`config.mk`:
```
export PLATFORM = sky130hd
export DESIGN_NAME = conv_window_sequencer
export DESIGN_NICKNAME = d
export VERILOG_FILES = /design/src/rtl/conv_window_sequencer.sv
export SDC_FILE = /design/constraint.sdc
export NUM_CORES = 1
export LEC_CHECK = 0
export ABC_AREA = 1
export BUFFER_PORTS_ARGS = -buffer_cell sky130_fd_sc_hd__buf_2
export CORE_MARGIN = 5
export CORE_UTILIZATION = 43
export DETAILED_ROUTE_END_ITERATION = 10
export GPL_TIMING_DRIVEN = 0
export PLACE_DENSITY = 0.74
export SETUP_SLACK_MARGIN = 0.02
export SYNTH_ARGS = -nofsm -noshare
export SYNTH_HDL_FRONTEND = slang
export SYNTH_SLANG_ARGS = --single-unit
```
`constraint.sdc`:
```
create_clock -name clk -period 15.26 [get_ports clk]
set_clock_uncertainty 0.1 [all_clocks]
set_input_delay 0.763 -clock clk [delete_from_list [all_inputs] [get_ports clk]]
set_output_delay 0.763 -clock clk [all_outputs]
set_load 0.01 [all_outputs]
```
`src/rtl/conv_window_sequencer.sv`:
```
// Feeds a sliding LEN-deep sample window plus a latched kernel to a dot-product operator
// and forwards each operator result downstream in order, flagging the last one of a frame.
module conv_window_sequencer #(
    parameter int unsigned WIDTH = 16,
    parameter int unsigned LEN   = 8
) (
    input  logic                   clk,
    input  logic                   rst,
    input  logic [LEN*WIDTH-1:0]   cfg_kernel_i,
    input  logic                   cfg_valid_i,
    output logic                   cfg_ready_o,
    input  logic [WIDTH-1:0]       in_data_i,
    input  logic                   in_valid_i,
    input  logic                   in_last_i,
    output logic                   in_ready_o,
    output logic [LEN*WIDTH-1:0]   op_kernel_o,
    output logic [LEN*WIDTH-1:0]   op_data_o,
    output logic                   op_valid_o,
    input  logic                   op_ready_i,
    input  logic [2*WIDTH-1:0]     op_result_i,
    input  logic                   op_out_valid_i,
    output logic                   op_out_ready_o,
    output logic [2*WIDTH-1:0]     out_result_o,
    output logic                   out_valid_o,
    output logic                   out_last_o,
    input  logic                   out_ready_i
);

    localparam int unsigned CW = $clog2(LEN) + 1;

    typedef enum logic [2:0] {StIdle, StFill, StIssue, StWait, StEmit, StSlide} state_e;

    state_e                       state_q;
    logic [LEN-1:0][WIDTH-1:0]    win_q;
    logic [LEN-1:0][WIDTH-1:0]    shift_win;
    logic [LEN-1:0][WIDTH-1:0]    short_win;
    logic [LEN*WIDTH-1:0]         kernel_q;
    logic [CW-1:0]                cnt_q;
    logic [CW-1:0]                cnt_inc;
    logic                         ending_q;
    logic [2*WIDTH-1:0]           result_q;
    logic                         cfg_ready_q;
    logic                         in_ready_q;
    logic                         op_valid_q;
    logic                         op_out_ready_q;
    logic                         out_valid_q;
    logic                         out_last_q;
    int                           gap;

    // A short frame is realigned so its real samples start at element 0, zero padded above.
    always_comb begin
        shift_win = {in_data_i, win_q[LEN-1:1]};
        cnt_inc   = cnt_q + 1'b1;
        gap       = int'(LEN) - int'(cnt_inc);
        short_win = '0;
        for (int i = 0; i < int'(LEN); i++) begin
            if (i + gap < int'(LEN)) begin
                short_win[i] = shift_win[i + gap];
            end
        end
    end

    always_ff @(posedge clk or posedge rst) begin
        if (rst) begin
            state_q        <= StIdle;
            win_q          <= '0;
            kernel_q       <= '0;
            cnt_q          <= '0;
            ending_q       <= 1'b0;
            result_q       <= '0;
            cfg_ready_q    <= 1'b1;
            in_ready_q     <= 1'b0;
            op_valid_q     <= 1'b0;
            op_out_ready_q <= 1'b0;
            out_valid_q    <= 1'b0;
            out_last_q     <= 1'b0;
        end else begin
            unique case (state_q)
                StIdle: begin
                    if (cfg_valid_i && cfg_ready_q) begin
                        kernel_q    <= cfg_kernel_i;
                        win_q       <= '0;
                        cnt_q       <= '0;
                        ending_q    <= 1'b0;
                        cfg_ready_q <= 1'b0;
                        in_ready_q  <= 1'b1;
                        state_q     <= StFill;
                    end
                end
                StFill: begin
                    if (in_valid_i && in_ready_q) begin
                        win_q <= in_last_i ? short_win : shift_win;
                        cnt_q <= cnt_inc;
                        if (in_last_i || cnt_inc == CW'(LEN)) begin
                            ending_q   <= in_last_i;
                            in_ready_q <= 1'b0;
                            op_valid_q <= 1'b1;
                            state_q    <= StIssue;
                        end
                    end
                end
                StIssue: begin
                    if (op_ready_i) begin
                        op_valid_q     <= 1'b0;
                        op_out_ready_q <= 1'b1;
                        state_q        <= StWait;
                    end
                end
                StWait: begin
                    if (op_out_valid_i) begin
                        result_q       <= op_result_i;
                        op_out_ready_q <= 1'b0;
                        out_valid_q    <= 1'b1;
                        out_last_q     <= ending_q;
                        state_q        <= StEmit;
                    end
                end
                StEmit: begin
                    if (out_ready_i) begin
                        out_valid_q <= 1'b0;
                        out_last_q  <= 1'b0;
                        if (ending_q) begin
                            cfg_ready_q <= 1'b1;
                            state_q     <= StIdle;
                        end else begin
                            in_ready_q <= 1'b1;
                            state_q    <= StSlide;
                        end
                    end
                end
                StSlide: begin
                    if (in_valid_i) begin
                        win_q      <= shift_win;
                        ending_q   <= in_last_i;
                        in_ready_q <= 1'b0;
                        op_valid_q <= 1'b1;
                        state_q    <= StIssue;
                    end
                end
                default: state_q <= StIdle;
            endcase
        end
    end

    assign cfg_ready_o    = cfg_ready_q;
    assign in_ready_o     = in_ready_q;
    assign op_kernel_o    = kernel_q;
    assign op_data_o      = win_q;
    assign op_valid_o     = op_valid_q;
    assign op_out_ready_o = op_out_ready_q;
    assign out_result_o   = result_q;
    assign out_valid_o    = out_valid_q;
    assign out_last_o     = out_last_q;

endmodule
```
==> results_dict.tcl, run 1 <==
set metrics [dict create \
    die_w_um 216.4 \
    ys_seq_elements 302 \
    critPathLaunch "cnt_q[0]$_DFFE_PP0P_" \
    grt_pass1_vias 19830 \
    place_area_um2 21450 \
    p_int_mw 2.634 \
    crit_path_start_kind "flop" \
    finalSetupViolations 0 \
    clock.fmax_mhz 209.6 \
    tightest_slew_ns 0.8630 \
    drt-initial-drc-count 2488 \
    vias_per_cell 5.378 \
    ys_async_sr_fraction 1.000 \
    core_um2 42040 \
    syn_area_per_cell_um2 6.296 \
    grt_use_total 0.3741 \
    pre_cts_ws_ns 10.72 \
    cts_tree "built" \
    crit_fanout 12 \
    root_buffer "clkbuf_16" \
    swShare 0.5430 \
    numCtsBuffers 34 \
    first_pass_iters 6 \
    die_h_um 216.4 \
    drv_cap 0 \
    peakVddDrop_uv 141.6 \
    gp_congestion 1.090 \
    p_per_area_nw_per_um2 254.1 \
    clk_pin_slew_ns 0.06 \
    via_count 21470 \
    grt_overflow 0 \
    ctsHoldBuffers 0 \
    min_path_type "in2async" \
    grt_pass1_wl_mm 130.3 \
    rsz0062_at_grt "no" \
    post_cts_buffers 0 \
    cts_max_level 2 \
    yosysUniqueCellTypes 31 \
    fin_ws_ns 10.49 \
    yosys_most_used_dff "dfrtp_1" \
    clk_latency_ns 0.55 \
    clkPwrFrac 0.158 \
    fin_util 0.5396 \
    io_buffers 477 \
    layout.cells.non_filler 3992 \
    cts_resized 0 \
    outcome "completed" \
    drive_gt1_frac 0.1869 \
    min_period_over_period 0.3126 \
    relSlewSlack 0.4247 \
    drc 0 \
    syn_nets 3103 \
    initial_core_util 0.4358 \
    placed_cells 3928 \
    finalCriticalPeriod_ns 4.771 \
    synthCells 2910 \
    pin_count 478 \
    finalSetupTns_ns 0 \
    finish.instance_area_um2 22690 \
    row_count 75 \
    antenna_left 0 \
    synth_area_um2 18320 \
    grt_max_degree 128 \
    synth_edf_count 0 \
    crit_path_end_kind "flop" \
    seqPwrFrac 0.237 \
    wirelength_mm 91.30 \
    criticalPathCategory "reg2reg" \
    dieArea_um2 46840 \
    critical_path_required_ns 15.65 \
    worstPathArrival_ns 5.17 \
    reg2reg_from "cnt_q[0]$_DFFE_PP0P_" \
    p_leak_nw 12.70 \
    cts.sinks 302 \
    combPwrFrac 0.604 \
    yosysWarningCount 0 \
    hpwl_mm 74.25 \
    antenna_found_initial 3 \
    seq_area_frac_synth 0.4126 \
    hold_viol_final 0 \
    ctsLongestPathBuffers 3 \
    switchingPower_mw 3.130 \
    wl_per_cell_um 22.87 \
    final_nets 3618 \
    report.final.slew_viol_count 0 \
    area_growth_syn_to_layout_pct 23.83 \
]
==> layout by cell type (no fill, tap or decap), types with 21 or more instances in the layout <==
cell type and n:
clkbuf_1 89, nor2_1 241, nand3_1 34, o21ai_1 41, inv_1 95, buf_1 21
o21ai_0 286, clkbuf_16 34, dfrtp_1 301, nand2_1 1638, a21oi_1 25, buf_2 529
==> sequential cells by signal (all words and copies together) (netlist names), 3 cells and up <==
signal / cells
op_kernel_o: 128
op_data_o: 128
state_q: 3
cnt_q: 4
out_result_o: 32
==> power groups by stage <==
stage               clock network (mW)  registers (mW)  logic, mW
global placement                     0            1.36       3.38
finish                           0.913            1.37       3.48
global route                     0.953            1.40       3.75
CTS                              0.920            1.36       3.40
floorplan                            0            1.44       1.91
detailed placement                   0            1.36       3.40
==> cells by family after synthesis <==
| family | after synthesis | share of synthesized area |
|---|---|---|
| simple gates | 1941 | 0.4051 |
| compound gates | 373 | 0.1046 |
| flops | 302 | 0.4126 |
| buf+inv | 284 | 0.07068 |
| fa+ha+maj | 9 | 0.006146 |
| xor+xnor | 1 | 0.0008880 |
==> cell usage after synthesis, types with 2 or more instances <==
library cell,instances,share of area
a21oi_1,25,0.0068
buf_1,21,0.0043
buf_2,52,0.014
buf_4,13,0.0053
buf_6,15,0.0092
clkbuf_1,80,0.016
dfrtp_1,301,0.41
ha_1,9,0.0061
inv_1,96,0.020
inv_2,6,0.0012
nand2_1,1638,0.34
nand2_2,14,0.0048
nand3_1,34,0.0093
nand4_1,3,0.0010
nor2_1,241,0.049
nor2_2,2,0.00068
nor2_4,2,0.0012
nor3_1,2,0.00055
o211ai_1,17,0.0070
o21ai_0,286,0.078
o21ai_1,41,0.011
o22ai_1,3,0.0010
==> final timing paths <==
path,to,slack (ns),depth (start not counted)
worst min register to register,out_result_o[21]$_DFFE_PP0P_,0.37,2
worst max register to register,op_data_o[35]$_DFFE_PP0P_,10.49,19
max in group asynchronous,op_kernel_o[52]$_DFFE_PP0P_,13.41,4
min in group clk,out_result_o[13]$_DFFE_PP0P_,0.30,3
worst min-delay path,op_data_o[115]$_DFFE_PP0P_,0.16,2
worst max-delay path,op_data_o[35]$_DFFE_PP0P_,10.49,19
==> through the flow <==
stage | power (mW) | hold WS (ns)
final | 5.764 | 0.1649
after global routing | 6.103 | 0.2103
after CTS | 5.680 | 0.1778
after detailed placement | 4.758 | 0.3591
after global placement | 4.744 | 0.3550
after floorplan | 3.349 | 0.4053
==> cell type report <==
class | instances | area, um2
Fill cell | 4378 | 19350
Timing Repair Buffer | 479 | 2442
Clock inverter | 15 | 296.5
Buffer | 181 | 905.9
Sequential cell | 302 | 7559
Inverter | 103 | 396.6
Multi-Input combinational cell | 2324 | 9468
Clock buffer | 47 | 939.7
Tap cell | 539 | 674.4
Antenna cell | 2 | 5.005
==> layer usage <==
layer  track usage  up-vias  wire length, um
met5             0        -               21
met1        0.4799     9976            35400
li1              -    10010                -
met3       0.06949      268             7885
met2        0.6015     1206            41850
met4        0.2050        4             6145
==> worst max-delay path, cell delays in order, from the launching register on <==
cell and delay, ns:
dfrtp_1 0.41, inv_1 0.19, buf_2 0.29, clkbuf_1 0.41, ha_1 0.46, inv_2 0.24
nand2_1 0.14, nand2_1 0.13, buf_2 0.23, buf_2 0.30, ha_1 0.27, clkbuf_1 0.22
inv_1 0.24, clkbuf_1 0.35, o21ai_0 0.15, nor2_1 0.28, nand2_1 0.12, nand2_1 0.07
nand2_1 0.05, nand2_1 0.07
(Power assumes the default switching activity.)
==> inputs of run 2 (changes only) <==
- PLACE_DENSITY: 0.74 -> 0.77
- clock period: 15.26 -> 4 ns (I/O delays scaled with it)
==> results_dict.tcl, run 2 (synthesis gave the netlist of run 1 again) <==
set metrics [dict create \
    fin_ws_ns 0.06254 \
    relSlewSlack 0.3572 \
    hold_viol_final 0 \
    core_um2 42040 \
    cts_max_level 2 \
    grt_overflow 0 \
    clk_pin_slew_ns 0.06 \
    seqPwrFrac 0.233 \
    final_common_cell "nand2_1" \
    n_fill_cell 4020 \
    vias_per_cell 5.568 \
    clkPwrFrac 0.147 \
    reg2reg_from "cnt_q[0]$_DFFE_PP0P_" \
    die_w_um 216.4 \
    final_cell_mix "nand2_1 (1636), buf_2 (525), dfrtp_1 (301)" \
    drive_gt1_frac 0.1852 \
    fin_util 0.5861 \
    numCtsBuffers 35 \
    min_to "cnt_q[0]$_DFFE_PP0P_" \
    rsz0062_at_grt "no" \
    r2r.worst_path.cells 18 \
    critical_path_required_ns 4.39 \
    met2_length_mm 44.95 \
    grt_pass1_wl_mm 145.0 \
    hold-path-cell-count 5 \
    crit_path_end_kind "flop" \
    finalCriticalPeriod_ns 3.937 \
    cts_tree "built" \
    io_buffers 477 \
    p_int_mw 10.12 \
    worstPathArrival_ns 4.32 \
    ctsLongestPathBuffers 3 \
    drc 0 \
    criticalPathCategory "reg2reg" \
    pin_count 478 \
    drt-initial-drc-count 2661 \
    min_path_type "in2reg" \
    area_growth_syn_to_layout_pct 34.49 \
    dieArea_um2 46840 \
    grt_pass1_vias 22340 \
    clock.fmax_mhz 254.0 \
    wl_per_cell_um 23.92 \
    path_cells "inv_1 > buf_6 > clkbuf_4 > ha_2 > inv_4 > nand2_1 > nand2_2 > buf_4 > buf_6 > ha_2 > inv_2 > clkbuf_2 > o21ai_0 > nor2_2 > nand2_1 > nand2_1 > nand2_1 > nand2_1" \
    antenna_found_initial 1 \
    final_nets 3808 \
    finalSetupViolations 0 \
    die_h_um 216.4 \
    min_period_over_period 0.9844 \
    p_per_area_nw_per_um2 915.3 \
    grt_use_total 0.4137 \
    combPwrFrac 0.620 \
    drv_cap 0 \
    via_count 23270 \
    hpwl_mm 76.62 \
    crit_fanout 12 \
    outcome "completed" \
    tightest_slew_ns 0.9541 \
    first_pass_iters 6 \
    cts.sinks 302 \
    cp_slowest_stage_delay_ns 0.42 \
    antenna_left 0 \
    clk_latency_ns 0.57 \
    p_leak_nw 13.49 \
    placed_cells 3935 \
    row_count 75 \
    swShare 0.5514 \
    r2r_end "op_data_o[33]$_DFFE_PP0P_" \
    wl_met3_mm 9.280 \
    initial_core_util 0.4358 \
    crit_path_start_kind "flop" \
    root_buffer "clkbuf_16" \
    wl_met1_mm 36.48 \
    diodes 0 \
    gp_congestion 1.094 \
    wirelength_mm 99.95 \
    peakVddDrop_uv 547.8 \
    crit_path_frequent_cell "nand2_1" \
    switchingPower_mw 12.44 \
    cp_slowest_cell "dfrtp_1" \
    grt_max_degree 43 \
    topRoutingLayerUsed "met4" \
    report.final.slew_viol_count 0 \
    layout.cells.non_filler 4179 \
    pre_cts_ws_ns -0.9289 \
    reg2reg_slack_ns 0.06 \
    min-delay-start "in_valid_i" \
]
## run 2: cell count changes in the layout (fill, tap and decap cells not counted), sizes merged, moves of 2 or more
cell | before | now
dlygate4sd3 | 0 | 182
buf | 580 | 588
bufinv | 7 | 3
clkbuf | 127 | 129
clkinvlp | 1 | 3
diode | 2 | 0
inv | 105 | 103
## run 2: worst max path at each step
stage / start / end / depth (start not counted)
detailed placement: cnt_q[0]$_DFFE_PP0P_ / op_data_o[33]$_DFFE_PP0P_ / 19
global route: cnt_q[0]$_DFFE_PP0P_ / op_data_o[38]$_DFFE_PP0P_ / 18
global placement: rst / op_data_o[18]$_DFFE_PP0P_ / 2
CTS: cnt_q[0]$_DFFE_PP0P_ / op_data_o[33]$_DFFE_PP0P_ / 18
finish: cnt_q[0]$_DFFE_PP0P_ / op_data_o[33]$_DFFE_PP0P_ / 18
floorplan: rst / cnt_q[0]$_DFFE_PP0P_ / 1
## run 2: repair_timing
action,CTS,global route
hold endpoints to repair,284,0
endpoints found under the setup margin,100,83
buffers inserted,0,2
hold buffers,182,0
gates resized for setup,23,12
pin swaps,1,3
## run 2: cell type report
class,instances,area [um2],share of cell area
buffer,179,927.1,0.03763
sequential,302,7559,0.3068
clock inverter,12,160.2,0.006500
tap,539,674.4,0.02737
clock buffer,50,983.4,0.03991
inverter,103,399.1,0.01620
multi-input combinational,2324,9525,0.3866
timing repair buffer,670,4412,0.1790
## run 2: power groups by stage
stage | combinational [mW] | clock, mW | sequential (mW)
after floorplan | 7.29 | 0 | 5.49
after global placement | 12.9 | 0 | 5.20
after detailed placement | 13.0 | 0 | 5.18
after CTS | 13.3 | 3.31 | 5.17
after global routing | 15.0 | 3.42 | 5.36
final | 14.0 | 3.31 | 5.26
## run 2: worst max-delay path: cells and delay by family (launching register included)
kind / cells / cell delay, ns
flops: 1 / 0.42
compound gates: 1 / 0.13
buf+inv: 8 / 1.50
simple gates: 7 / 0.97
fa+ha+maj: 2 / 0.74
## run 2: layer usage
metal / vias to the layer above / global-route usage
li1: 10410 / -
met1: 10930 / 0.4964
met2: 1543 / 0.6667
met3: 383 / 0.08694
met4: 0 / 0.2885
met5: - / 0
## run 2: through the flow
| step | cell area [um2] | power [mW] | hold WS (ns) | TNS, ns |
|---|---|---|---|---|
| floorplan | 18330 | 12.78 | 0.2096 | -94.58 |
| global placement | 21390 | 18.08 | 0.2937 | -681.24 |
| detailed placement | 21570 | 18.19 | 0.1271 | -27.15 |
| CTS | 24600 | 21.78 | 0.02660 | 0 |
| global route | 24640 | 23.76 | 0.1206 | 0 |
| finish | 24640 | 22.55 | 0.03927 | 0 |
==> inputs of run 3 (changes only) <==
- CORE_UTILIZATION: 43 -> 49
- CTS_CLUSTER_SIZE: not set -> 24
- PLACE_DENSITY: 0.77 -> 0.85
==> results_dict.tcl, run 3 (synthesis gave the netlist of run 1 again) <==
set metrics [dict create \
    cts_max_level 1 \
    wl_per_cell_um 25.50 \
    clk_latency_ns 0.61 \
    tightest_slew_ns 0.8710 \
    multi_input_area_um2 9493 \
    grt_pass1_vias 23110 \
    path_cells "inv_2 > buf_4 > clkbuf_4 > ha_2 > inv_4 > nand2_1 > nand2_2 > inv_2 > buf_6 > ha_1 > nand2_1 > a21oi_1 > nand3_1 > nand2_1 > nand2_4 > buf_4 > nand2_1 > nand2_1 > nand2_1 > nand2_1" \
    drt-initial-drc-count 3393 \
    cp_slowest_cell "ha_2" \
    critical_path_required_ns 4.39 \
    regArea_um2 7559 \
    io_buffers 477 \
    p_per_area_nw_per_um2 931.5 \
    rsz0062_at_grt "yes" \
    row_count 70 \
    crit_path_end_kind "flop" \
    final_nets 3803 \
    crit_path_start_kind "flop" \
    fin_ws_ns 0.1532 \
    grt_max_degree 46 \
    peakVddDrop_uv 624.4 \
    finalSetupTns_ns 0 \
    hpwl_mm 75.13 \
    cp_slowest_stage_delay_ns 0.47 \
    reg2reg_slack_ns 0.15 \
    drive_gt1_frac 0.1806 \
    antenna_found_initial 2 \
    pin_count 478 \
    drc 0 \
    finalCriticalPeriod_ns 3.847 \
    relSlewSlack 0.4132 \
    dieArea_um2 41360 \
    min-delay-start "in_valid_i" \
    ctsLongestPathBuffers 3 \
    r2r_end "op_data_o[22]$_DFFE_PP0P_" \
    reg2reg_from "cnt_q[0]$_DFFE_PP0P_" \
    core_um2 36790 \
    clock.fmax_mhz 260.0 \
    vias_per_cell 5.974 \
    grt_use_total 0.4852 \
    hold_viol_final 0 \
    min_period_over_period 0.9617 \
    crit_fanout 20 \
    p_leak_nw 13.43 \
    place_area_um2 21440 \
    antenna_left 0 \
    r2r.worst_path.cells 20 \
    wirelength_mm 104.6 \
    cts.sinks 302 \
    holdWs_ns 0.05858 \
    critPathLaunch "cnt_q[0]$_DFFE_PP0P_" \
    finalSetupViolations 0 \
    via_count 24500 \
    criticalPathCategory "reg2reg" \
    gp_congestion 1.100 \
    crit_path_frequent_cell "nand2_1" \
    pre_cts_ws_ns -0.6819 \
    die_w_um 203.4 \
    min_path_type "in2reg" \
    die_h_um 203.4 \
    n_fill_cell 3047 \
    clk_pin_slew_ns 0.07 \
    initial_core_util 0.4981 \
    root_buffer "clkbuf_16" \
    numCtsBuffers 31 \
    cts_tree "built" \
    finish.instance_area_um2 24340 \
    final_cell_mix "nand2_1 (1637), buf_2 (526), dfrtp_1 (301)" \
    area_growth_syn_to_layout_pct 32.86 \
    final_common_cell "nand2_1" \
    grt_overflow 0 \
    grt_pass1_wl_mm 149.9 \
    worstPathArrival_ns 4.24 \
    outcome "completed" \
    drv_cap 0 \
    first_pass_iters 9 \
    report.final.slew_viol_count 0 \
    critPathCapture "op_data_o[22]$_DFFE_PP0P_" \
]
[run 3: changes by cell type in the layout (fill, tap and decap cells not counted), sizes merged]
cell         change
clkbuf          -10
clkinv           +2
diode            +2
dlygate4sd3      +2
buf              -1
bufinv           -1
clkinvlp         -1
inv              +1
[run 3: layer usage]
| layer | up-vias | routed length, um | global-route usage | share of wire |
|---|---|---|---|---|
| li1 | 10370 | - | - | - |
| met1 | 11240 | 35400 | 0.5876 | 0.34 |
| met2 | 2246 | 44940 | 0.7466 | 0.43 |
| met3 | 640 | 12960 | 0.1164 | 0.12 |
| met4 | 0 | 11290 | 0.3758 | 0.11 |
| met5 | - | 0 | 0 | 0 |
[run 3: per-stage QoR]
stage | cells | power [mW] | util
final | 4102 | 22.67 | 0.6617
after global routing | 4102 | 23.49 | 0.6617
after CTS | 4099 | 21.35 | 0.6606
after detailed placement | 3862 | 18.15 | 0.5828
after global placement | 3855 | 17.98 | 0.5790
after floorplan | 2910 | 12.78 | -
[run 3: final cells by class]
type                       instances  share of cell area
multi-input combinational       2324              0.3900
buffer                           178             0.03732
clock inverter                    13            0.005911
tap                              468             0.02406
inverter                         103             0.01624
timing repair buffer             670              0.1801
sequential                       302              0.3105
antenna                            2           0.0002056
clock buffer                      42             0.03562
[run 3: worst max-delay path: cells and delay by family (launching register included)]
kind,cells,cell delay [ns]
DFF,1,0.41
and+or+nand+nor,10,1.13
AOI/OAI and AO/OA,1,0.18
buffers and inverters,7,1.19
adders and majority gates,2,0.72
[run 3: worst min-delay path by stage]
stage,to,depth (start not counted)
final,cnt_q[1]$_DFFE_PP0P_,5
after global routing,cnt_q[1]$_DFFE_PP0P_,5
after CTS,cnt_q[1]$_DFFE_PP0P_,5
after detailed placement,out_result_o[14]$_DFFE_PP0P_,2
after global placement,op_kernel_o[39]$_DFFE_PP0P_,3
after floorplan,op_kernel_o[0]$_DFFE_PP0P_,2
[run 3: where the power goes]
group          switching (mW)  internal, mW  leakage [nW]
Clock                    1.35          1.65         0.499
Sequential               1.21          4.24          3.92
Combinational            10.3          3.90          9.01
Total                    12.9          9.80          13.4
[run 3: what timing repair did]
item                                    CTS  global route
resized for setup                        10             9
endpoints found under the setup margin  112            80
setup buffers                             0             2
pin swaps                                 0             1
endpoints found under the hold margin   210             0
hold buffers                            184             0
